$ cat config.mk
export PLATFORM = sky130hd
export DESIGN_NAME = ex_muldiv
export DESIGN_NICKNAME = d
export VERILOG_FILES = /design/src/rtl/common_param.sv /design/src/rtl/muldiv_step.sv /design/src/rtl/ex_muldiv.sv
export SDC_FILE = /design/constraint.sdc
export NUM_CORES = 1
export LEC_CHECK = 0
export ABC_AREA = 0
export CORE_AREA = 4 4 189 154
export DETAILED_ROUTE_END_ITERATION = 8
export DIE_AREA = 0 0 193 158
export HOLD_SLACK_MARGIN = 0.08
export PLACE_DENSITY_LB_ADDON = 0.08
export SYNTH_ARGS = -nofsm -noshare
export SYNTH_HDL_FRONTEND = slang
export SYNTH_SLANG_ARGS = --single-unit
$ cat constraint.sdc
create_clock -name CLK -period 4.75 [get_ports CLK]
set_clock_uncertainty 0.2 [all_clocks]
set_input_delay 0.95 -clock CLK [delete_from_list [all_inputs] [get_ports CLK]]
set_output_delay 0.95 -clock CLK [all_outputs]
set_load 0.01 [all_outputs]
$ cat src/rtl/common_param.sv
// Shared ISA constants: R-form opcode and HI/LO funct codes.
// Imported by every EX-stage unit.
package common_param;

  localparam logic [5:0] R_FORM = 6'h00;

  localparam logic [5:0] MFHI  = 6'h10;
  localparam logic [5:0] MTHI  = 6'h11;
  localparam logic [5:0] MFLO  = 6'h12;
  localparam logic [5:0] MTLO  = 6'h13;
  localparam logic [5:0] MULT  = 6'h18;
  localparam logic [5:0] MULTU = 6'h19;
  localparam logic [5:0] DIV   = 6'h1a;
  localparam logic [5:0] DIVU  = 6'h1b;

  function automatic logic is_hilo(
    input logic [5:0] fn
  );
    return (fn == MFHI) || (fn == MTHI) ||
           (fn == MFLO) || (fn == MTLO) ||
           (fn == MULT) || (fn == MULTU) ||
           (fn == DIV)  || (fn == DIVU);
  endfunction

endpackage

$ cat src/rtl/muldiv_step.sv
// One shift-add multiply or restoring-divide iteration.
// Purely combinational; chained STEPS times by ex_muldiv.
module muldiv_step #(
  parameter int XLEN = 32
) (
  input  logic            i_div,
  input  logic [XLEN-1:0] i_a,
  input  logic [XLEN-1:0] i_b,
  input  logic [XLEN-1:0] i_m,
  output logic [XLEN-1:0] o_a,
  output logic [XLEN-1:0] o_b
);

  logic [XLEN:0] w_sum;
  logic [XLEN:0] w_sh;
  logic [XLEN:0] w_dif;
  logic          w_ge;

  // mul: a = upper accumulator, b = multiplier shifting out
  assign w_sum = {1'b0, i_a} +
                 ({1'b0, i_m} & {(XLEN+1){i_b[0]}});

  // div: a = partial remainder, b = dividend in / quotient out
  assign w_sh  = {i_a, i_b[XLEN-1]};
  assign w_ge  = w_sh >= {1'b0, i_m};
  assign w_dif = w_sh - {1'b0, i_m};

  always_comb begin
    o_a = w_sum[XLEN:1];
    o_b = {w_sum[0], i_b[XLEN-1:1]};
    if (i_div) begin
      o_a = w_ge ? w_dif[XLEN-1:0] : w_sh[XLEN-1:0];
      o_b = {i_b[XLEN-2:0], w_ge};
    end
  end

endmodule

$ cat src/rtl/ex_muldiv.sv
// Multi-cycle multiply/divide unit with HI/LO registers.
// Stalls EX while an iterative op is in flight.
module ex_muldiv
  import common_param::*;
#(
  parameter int XLEN  = 32,
  parameter int STEPS = 1
) (
  input  logic            CLK,
  input  logic            RST,
  input  logic            InsValid,
  input  logic [31:0]     Ins,
  input  logic [XLEN-1:0] Rdata1,
  input  logic [XLEN-1:0] Rdata2,
  output logic [XLEN-1:0] Result,
  output logic            Stall,
  output logic            Busy,
  output logic [XLEN-1:0] HI,
  output logic [XLEN-1:0] LO
);

  localparam int N  = XLEN / STEPS;
  localparam int CW = $clog2(N + 1);
  localparam logic [CW-1:0] CNT_N = CW'(N);
  localparam logic [CW-1:0] CNT_1 = CW'(1);

  typedef enum logic [1:0] {
    S_IDLE = 2'd0,
    S_RUN  = 2'd1,
    S_FIX  = 2'd2
  } state_t;

  state_t r_state;
  state_t w_state_nx;

  logic [CW-1:0]   r_cnt;
  logic [XLEN-1:0] r_a;
  logic [XLEN-1:0] r_b;
  logic [XLEN-1:0] r_m;
  logic            r_div;
  logic            r_qneg;
  logic            r_rneg;
  logic            r_dz;
  logic [XLEN-1:0] r_hi;
  logic [XLEN-1:0] r_lo;

  logic [5:0]      w_fn;
  logic            w_rform;
  logic            w_hilo;
  logic            w_mul_op;
  logic            w_div_op;
  logic            w_signed;
  logic            w_mt_hi;
  logic            w_mt_lo;
  logic            w_mf_hi;
  logic            w_mf_lo;
  logic            w_idle;
  logic            w_accept;
  logic [XLEN-1:0] w_mag1;
  logic [XLEN-1:0] w_mag2;
  logic [XLEN-1:0] w_a_nx;
  logic [XLEN-1:0] w_b_nx;
  logic [2*XLEN-1:0] w_prod;
  logic            w_unused;

  assign w_fn     = Ins[5:0];
  assign w_rform  = InsValid && (Ins[31:26] == R_FORM);
  assign w_hilo   = w_rform && is_hilo(w_fn);
  assign w_unused = ^Ins[25:6];

  always_comb begin
    w_mul_op = 1'b0;
    w_div_op = 1'b0;
    w_signed = 1'b0;
    w_mt_hi  = 1'b0;
    w_mt_lo  = 1'b0;
    w_mf_hi  = 1'b0;
    w_mf_lo  = 1'b0;
    if (w_rform) begin
      unique case (1'b1)
        (w_fn == MULT):  begin
          w_mul_op = 1'b1;
          w_signed = 1'b1;
        end
        (w_fn == MULTU): w_mul_op = 1'b1;
        (w_fn == DIV):   begin
          w_div_op = 1'b1;
          w_signed = 1'b1;
        end
        (w_fn == DIVU):  w_div_op = 1'b1;
        (w_fn == MTHI):  w_mt_hi  = 1'b1;
        (w_fn == MTLO):  w_mt_lo  = 1'b1;
        (w_fn == MFHI):  w_mf_hi  = 1'b1;
        (w_fn == MFLO):  w_mf_lo  = 1'b1;
        default: ;
      endcase
    end
  end

  assign w_idle   = (r_state == S_IDLE);
  assign Busy     = !w_idle;
  assign Stall    = w_hilo && Busy;
  assign w_accept = w_idle && (w_mul_op || w_div_op);

  assign w_mag1 = (w_signed && Rdata1[XLEN-1]) ?
                  -Rdata1 : Rdata1;
  assign w_mag2 = (w_signed && Rdata2[XLEN-1]) ?
                  -Rdata2 : Rdata2;

  for (genvar g = 0; g < STEPS; g++) begin : g_step
    logic [XLEN-1:0] w_ai;
    logic [XLEN-1:0] w_bi;
    logic [XLEN-1:0] w_ao;
    logic [XLEN-1:0] w_bo;
    if (g == 0) begin : g_first
      assign w_ai = r_a;
      assign w_bi = r_b;
    end else begin : g_next
      assign w_ai = g_step[g-1].w_ao;
      assign w_bi = g_step[g-1].w_bo;
    end
    muldiv_step #(
      .XLEN (XLEN)
    ) u_step (
      .i_div (r_div),
      .i_a   (w_ai),
      .i_b   (w_bi),
      .i_m   (r_m),
      .o_a   (w_ao),
      .o_b   (w_bo)
    );
  end

  assign w_a_nx = g_step[STEPS-1].w_ao;
  assign w_b_nx = g_step[STEPS-1].w_bo;
  assign w_prod = r_qneg ? -{r_a, r_b} : {r_a, r_b};

  always_comb begin
    w_state_nx = r_state;
    unique case (r_state)
      S_IDLE: if (w_accept) w_state_nx = S_RUN;
      S_RUN:  if (r_cnt == CNT_1) w_state_nx = S_FIX;
      S_FIX:  w_state_nx = S_IDLE;
      default: w_state_nx = S_IDLE;
    endcase
  end

  always_ff @(posedge CLK) begin
    if (RST) r_state <= S_IDLE;
    else     r_state <= w_state_nx;
  end

  always_ff @(posedge CLK) begin
    if (RST) begin
      r_cnt  <= '0;
      r_a    <= '0;
      r_b    <= '0;
      r_m    <= '0;
      r_div  <= 1'b0;
      r_qneg <= 1'b0;
      r_rneg <= 1'b0;
      r_dz   <= 1'b0;
      r_hi   <= '0;
      r_lo   <= '0;
    end else begin
      unique case (r_state)
        S_IDLE: begin
          if (w_accept) begin
            r_cnt  <= CNT_N;
            r_a    <= '0;
            r_b    <= w_div_op ? w_mag1 : w_mag2;
            r_m    <= w_div_op ? w_mag2 : w_mag1;
            r_div  <= w_div_op;
            r_qneg <= w_signed &&
                      (Rdata1[XLEN-1] ^ Rdata2[XLEN-1]);
            r_rneg <= w_signed && Rdata1[XLEN-1];
            r_dz   <= (Rdata2 == '0);
          end else if (w_mt_hi) begin
            r_hi <= Rdata1;
          end else if (w_mt_lo) begin
            r_lo <= Rdata1;
          end
        end
        S_RUN: begin
          r_a   <= w_a_nx;
          r_b   <= w_b_nx;
          r_cnt <= r_cnt - CNT_1;
        end
        S_FIX: begin
          if (r_div) begin
            // divide-by-zero keeps the all-ones quotient unsigned
            r_lo <= (r_qneg && !r_dz) ? -r_b : r_b;
            r_hi <= r_rneg ? -r_a : r_a;
          end else begin
            r_hi <= w_prod[2*XLEN-1:XLEN];
            r_lo <= w_prod[XLEN-1:0];
          end
        end
        default: ;
      endcase
    end
  end

  assign HI = r_hi;
  assign LO = r_lo;

  always_comb begin
    Result = '0;
    if (w_idle) begin
      if (w_mf_hi)      Result = r_hi;
      else if (w_mf_lo) Result = r_lo;
    end
  end

endmodule

# ---- Word-level counts from Yosys, hierarchy flattened
# Cells that the tools add are included.
dict set report op_classes {
  n_mux 45
  n_lt_le_gt_ge 1
  bitwise 2
  n_eq_ne 17
  n_addsub 8
  n_reduce_logical 31
}
# cell n
set ops {}
lappend ops {{two-way mux 32 bit} 21}
lappend ops {{one-hot mux 32 bit (2 select lines)} 4}
lappend ops {{negator 32 bit} 4}
lappend ops {{two-way mux 64 bit} 1}
lappend ops {{negator 64 bit} 1}
lappend ops {{== test 6 x 5 -> 1 bit, second input constant} 8}
lappend ops {{adder 32 x 33 -> 33 bit} 1}
lappend ops {{AND 32 x 33 -> 33 bit} 1}
lappend ops {{>= comparator 33 x 32 -> 1 bit} 1}
lappend ops {{logical NOT 32 bit} 1}
lappend ops {{subtractor 32 bit} 1}
lappend ops {{two-way mux 1 bit} 14}
lappend ops {{one-hot mux 6 bit (2 select lines)} 1}
lappend ops {{!= test 2 bit, second input constant} 5}
lappend ops {{logical AND 1 bit} 8}
lappend ops {{logical OR 1 bit} 8}
lappend ops {{== test 6 x 1 -> 1 bit, second input constant} 1}
lappend ops {{logical NOT 6 bit} 1}
lappend ops {{two-way mux 6 bit} 1}
lappend ops {{AND reduction 2 bit} 3}
lappend ops {{OR reduction 2 bit} 3}
lappend ops {{subtractor 6 x 1 -> 6 bit, second input constant} 1}
lappend ops {{two-way mux 2 bit} 2}
lappend ops {{one-hot mux 2 bit (2 select lines)} 1}
lappend ops {{9 further kinds} 11}
dict set report totals {
  in_bits 99
  output_inout_bits 98
  regBits 172
  wordCells 115
}

# ---- Logic depth before layout (Yosys ltp)
dict set report logic_depth {
  ltp_word 10
  depth_mapped 15
  ltp_nobuf 13
}

# ---- Hierarchy
# Synthesis repeated with hierarchy kept, for this count alone.
dict set report hier_totals {
  hier_cells 2056
  area_unflattened_um2 15842.7
}
# mod seq_area_each_um2 area_each_um2 instances cells_per_inst
set modules_own_cells {}
lappend modules_own_cells {ex_muldiv 3443.3 11144.4 1 1385}
lappend modules_own_cells {muldiv_step 0.0 4698.3 1 671}

# ---- Worst setup path before layout
# OpenSTA, ideal clock, no wires.
dict set report synth_timing {
  path_kind {input-to-output}
  start {input port Ins[2]}
  end {output port Result[10]}
  setup_slack_ps 1100
  t_required_ps 3600
  path_stages 6
  n_path_buf 2
  t_arrival_ps 2500
  cell_sequence {nor4b_1 nand3_1 or4_1 clkbuf_1 clkbuf_1 o221a_2}
}
dict set report synth_via {
  elab_chain_len 6
  elab_cells_between_ends 9
  cone_classes {eq/ne (2); mux (7)}
}
# element line_no
set synth_rtl {}
lappend synth_rtl {{from (decl)} ex_muldiv.sv:12} ;# input logic [31:0] Ins,
lappend synth_rtl {{== test 6 x 5 -> 1 bit} ex_muldiv.sv:94} ;# (w_fn == MFLO): w_mf_lo = 1'b1;
lappend synth_rtl {{two-way mux 1 bit} ex_muldiv.sv:80} ;# unique case (1'b1)
lappend synth_rtl {{two-way mux 1 bit} ex_muldiv.sv:79} ;# if (w_rform) begin
lappend synth_rtl {{two-way mux 32 bit} ex_muldiv.sv:211} ;# else if (w_mf_lo) Result = r_lo;
lappend synth_rtl {{two-way mux 32 bit *} ex_muldiv.sv:210} ;# if (w_mf_hi) Result = r_hi;
lappend synth_rtl {{two-way mux 32 bit *} ex_muldiv.sv:209} ;# if (w_idle) begin
lappend synth_rtl {{to (decl)} ex_muldiv.sv:15} ;# output logic [XLEN-1:0] Result,
# Every way passes the cells marked *; elsewhere a longest branch is shown, timed or not.

# ---- Final worst setup path
dict set report layout_timing {
  start {input port Ins[26]}
  end {output port Result[27]}
}
dict set report layout_via {
  elab_chain_len 6
  elab_cells_between_ends 7
  cone_classes {mux (5); reduce/logical (2)}
}
# element line_no
set layout_rtl {}
lappend layout_rtl {{logical NOT 6 bit *} ex_muldiv.sv:67} ;# assign w_rform = InsValid && (Ins[31:26] == R_FORM);
lappend layout_rtl {{logical AND 1 bit *} ex_muldiv.sv:67}
lappend layout_rtl {{two-way mux 1 bit} ex_muldiv.sv:79}
lappend layout_rtl {{two-way mux 32 bit} ex_muldiv.sv:211}
lappend layout_rtl {{two-way mux 32 bit *} ex_muldiv.sv:210}
lappend layout_rtl {{two-way mux 32 bit *} ex_muldiv.sv:209}
# Marked as above.

==> key figures <==
Status
  – Status: complete, no violations

Critical path
  – Critical path's most frequent cell: clkdlybuf4s50_1
  – CP cell instances: clkdlybuf4s50_1, nor4_2, nand3_1, or4_1, buf_12, o221a_2, clkdlybuf4s50_1
  – Critical path data required time: 3600 ps
  – Largest stage delay on the critical path: 500 ps
  – Critical Path AT: 3410 ps
  – Critical Path Start Type: primary input
  – Critical path type: primary input to primary output
  – Critical Path End Type: primary output
  – Cell family with most CP delay: buffers and inverters
  – Slowest cell on the critical path: or4_1
  – Crit path max fanout: 32
  – CP Buf/Inv Count: 3

Synth
  – Distinct cell type count after synthesis: 79
  – Largest cells by area after synthesis: dfxtp_1 (23%), a21oi_1 (7.0%), nor2_1 (6.7%)
  – Async set-reset flop share out of synthesis: 0
  – Synthesized cell area: 0.0147 mm^2
  – Top-count cell post-synth: nor2_1
  – Syn Area/Cell: 7.26 um^2
  – Synth Register Bits: 172
  – Sequential-to-total area share from yosys stat: 0.234
  – Yosys warns: 0
  – Mapped Nets: 2202
  – Ys flop type: dfxtp_1
  – Post-Syn Instances: 2031
  – Cell accounting for the most synthesized area: dfxtp_1
  – Top cell type's share of synthesized area: 0.234
  – Synth cell count leaders: nor2_1 (263), nand2_1 (225), a21oi_1 (207)
  – Post-synth EDFFs: 0

Timing
  – Final worst path period need: 4560 ps
  – RSZ-0062 raised after global routing: false
  – Headroom to the max-slew limit: 0.195
  – Final Hold Fails: 0
  – Setup violators final: 0
  – Final TNS setup: 0 ps
  – Share of the clock period used by the worst path: 0.961
  – Max-slew violation count: 0
  – Worst-margin pin slew: 1200 ps
  – Fmax: 219 MHz
  – Final worst setup slack: 186 ps

Detailed routing
  – DRC: 0
  – TritonRoute pass-1 iters: 7
  – Detail Route Antenna Nets: 0
  – Routed vias: 16460
  – Drt initial violations: 2347
  – DRT Wirelength: 58.4 mm
  – Via-per-instance ratio: 6.53
  – Avg WL per Cell: 23.2 um

Layout
  – Diodes inserted: 0
  – Layout Utilization: 0.648
  – Syn-to-layout area delta: 19.1%
  – Nets: 2314
  – Layout cells sized above 1: 0.0867
  – Layout Cells excl Fill: 2520
  – Fillers: 2386

Pwr
  – Pwr Density: 184 mW/mm^2
  – Peak VDD IR: 0.266 mV
  – Leak: 6.66 nW

Placed design
  – # placed instances: 2488
  – Port Buf Inserts: 176
  – Place WS: 173 ps
  – Routability cong.: 1.06
  – Hpwl dp: 45.2 mm

Worst hold path
  – Hold Crit Class: flip-flop to flip-flop

Clock tree
  – CTS max path bufs: 2
  – CTS Sinks: 172
  – Clk_lat worst skew: 450 ps
  – Clock Pin Slew Worst Setup and Hold Paths: 80 ps
  – Num CTS Buffers: 17
  – Postcts setup bufs: 0
  – Root Buffer: clkbuf_16
  – CTS tree: done
  – Hold buffer count at CTS: 0
  – H-tree depth: 4

Run
  – Max-Cap Viols: 0

Floorplanning
  – Site row count: 54
  – Total core area: 0.0271 mm^2
  – Die width: 193 um
  – Die area: 0.0305 mm^2
  – Initial Utilization: 0.544
  – Die H: 158 um
  – I/O pin count: 197

Global routing
  – Total grt overflow: 0
  – Initial antenna violation count: 1
  – Largest net degree at the start of global routing: 65
  – First-pass GRT wire length: 86.7 mm
  – Number of global-route vias before repair: 14467
  – All-layer global routing usage: 0.368
==> power breakdown <==
| part | switching (W) | internal, W |
|---|---|---|
| logic | 0.000170 | 0.000105 |
| clock network | 0.000674 | 0.000837 |
| registers | 0.000000556 | 0.00144 |
| total | 0.000844 | 0.00238 |
==> final cells by class <==
type                    count  area (um^2)  area share
well taps                 364          455      0.0259
clock buffers              17          425      0.0242
inverters                  62          233      0.0133
clock inverters            15          185      0.0105
flip-flops and latches    172         3440       0.196
multi-input cells        1655        10600       0.603
repair buffers            235         2230       0.127
==> stage by stage <==
step	hold slack, ps	power (W)	instance area, um^2
2_1_floorplan	232	0.00159	14700
3_3_place_gp	242	0.00173	16900
3_5_place_dp	244	0.00174	16900
4_1_cts	255	0.00322	17500
5_1_grt	270	0.00329	17600
6_report	254	0.00323	17600
==> what timing repair did <==
item	CTS	global route
endpoints found under the hold margin	0	0
setup endpoints to repair	0	2
gates resized for setup	0	2
==> per-layer routing <==
| layer | global-route usage | share of wire | routed length, um | vias up |
|---|---|---|---|---|
| met3 | 0.107 | 0.14 | 8440 | 104 |
| met5 | 0 | 0.00019 | 11 | - |
| met1 | 0.546 | 0.43 | 25200 | 7613 |
| met2 | 0.510 | 0.39 | 22900 | 1096 |
| met4 | 0.116 | 0.031 | 1840 | 2 |
| li1 | - | - | - | 7645 |
==> worst min-delay path, delay by kind of cell, from the launching register on <==
kind	cells	cell delay [ps]
compound gates	1	50
flops	1	310
simple gates	1	50
==> flip-flops by register name, indices dropped and copies added (netlist names) <==
name,count
g_step.w_bi,32
r_dz,1
r_state,2
r_cnt,6
r_div,1
HI,32
r_qneg,1
LO,32
r_rneg,1
g_step.w_ai,32
r_m,32
==> cells by family after synthesis <==
logic type      count (synthesis)  share of synthesized area
mux                            53                     0.0380
xor+xnor                      170                      0.101
compound gates                658                      0.297
buf+inv                       204                     0.0531
fa+ha+maj                      72                     0.0621
flops                         172                      0.234
simple gates                  702                      0.215
==> placed cells by master, fill, tap and decap left out, types with 15 or more instances in the layout <==
cell / netlist / final
a211oi_1: 54 / 54
a21o_1: 32 / 32
a21oi_1: 207 / 207
a222oi_1: 22 / 22
a22oi_1: 17 / 17
a311oi_1: 16 / 16
buf_4: 1 / 57
clkbuf_16: 0 / 17
clkdlybuf4s50_1: 0 / 174
dfxtp_1: 172 / 171
ha_1: 70 / 70
inv_1: 60 / 60
mux2_2: 24 / 24
mux2i_1: 29 / 29
nand2_1: 225 / 225
nand3_1: 31 / 31
nand4_1: 18 / 18
nor2_1: 263 / 259
nor3_1: 50 / 48
nor4_1: 22 / 20
o211ai_1: 28 / 28
o21ai_0: 124 / 124
o221a_2: 32 / 32
o31ai_1: 20 / 20
or3_1: 15 / 15
xnor2_1: 91 / 91
xor2_1: 79 / 79
==> path summary, 6_finish.rpt <==
kind / start / to / slack (ps) / depth (start not counted)
worst max register to register: g_step[0].w_bi[0] / g_step[0].w_ai[31] / 690 / 14
worst min-delay path: r_m[6] / r_m[6] / 250 / 2
worst min register to register: r_m[6] / r_m[6] / 250 / 2
worst max-delay path: Ins[26] / Result[27] / 190 / 7
(Power assumes the default switching activity.)
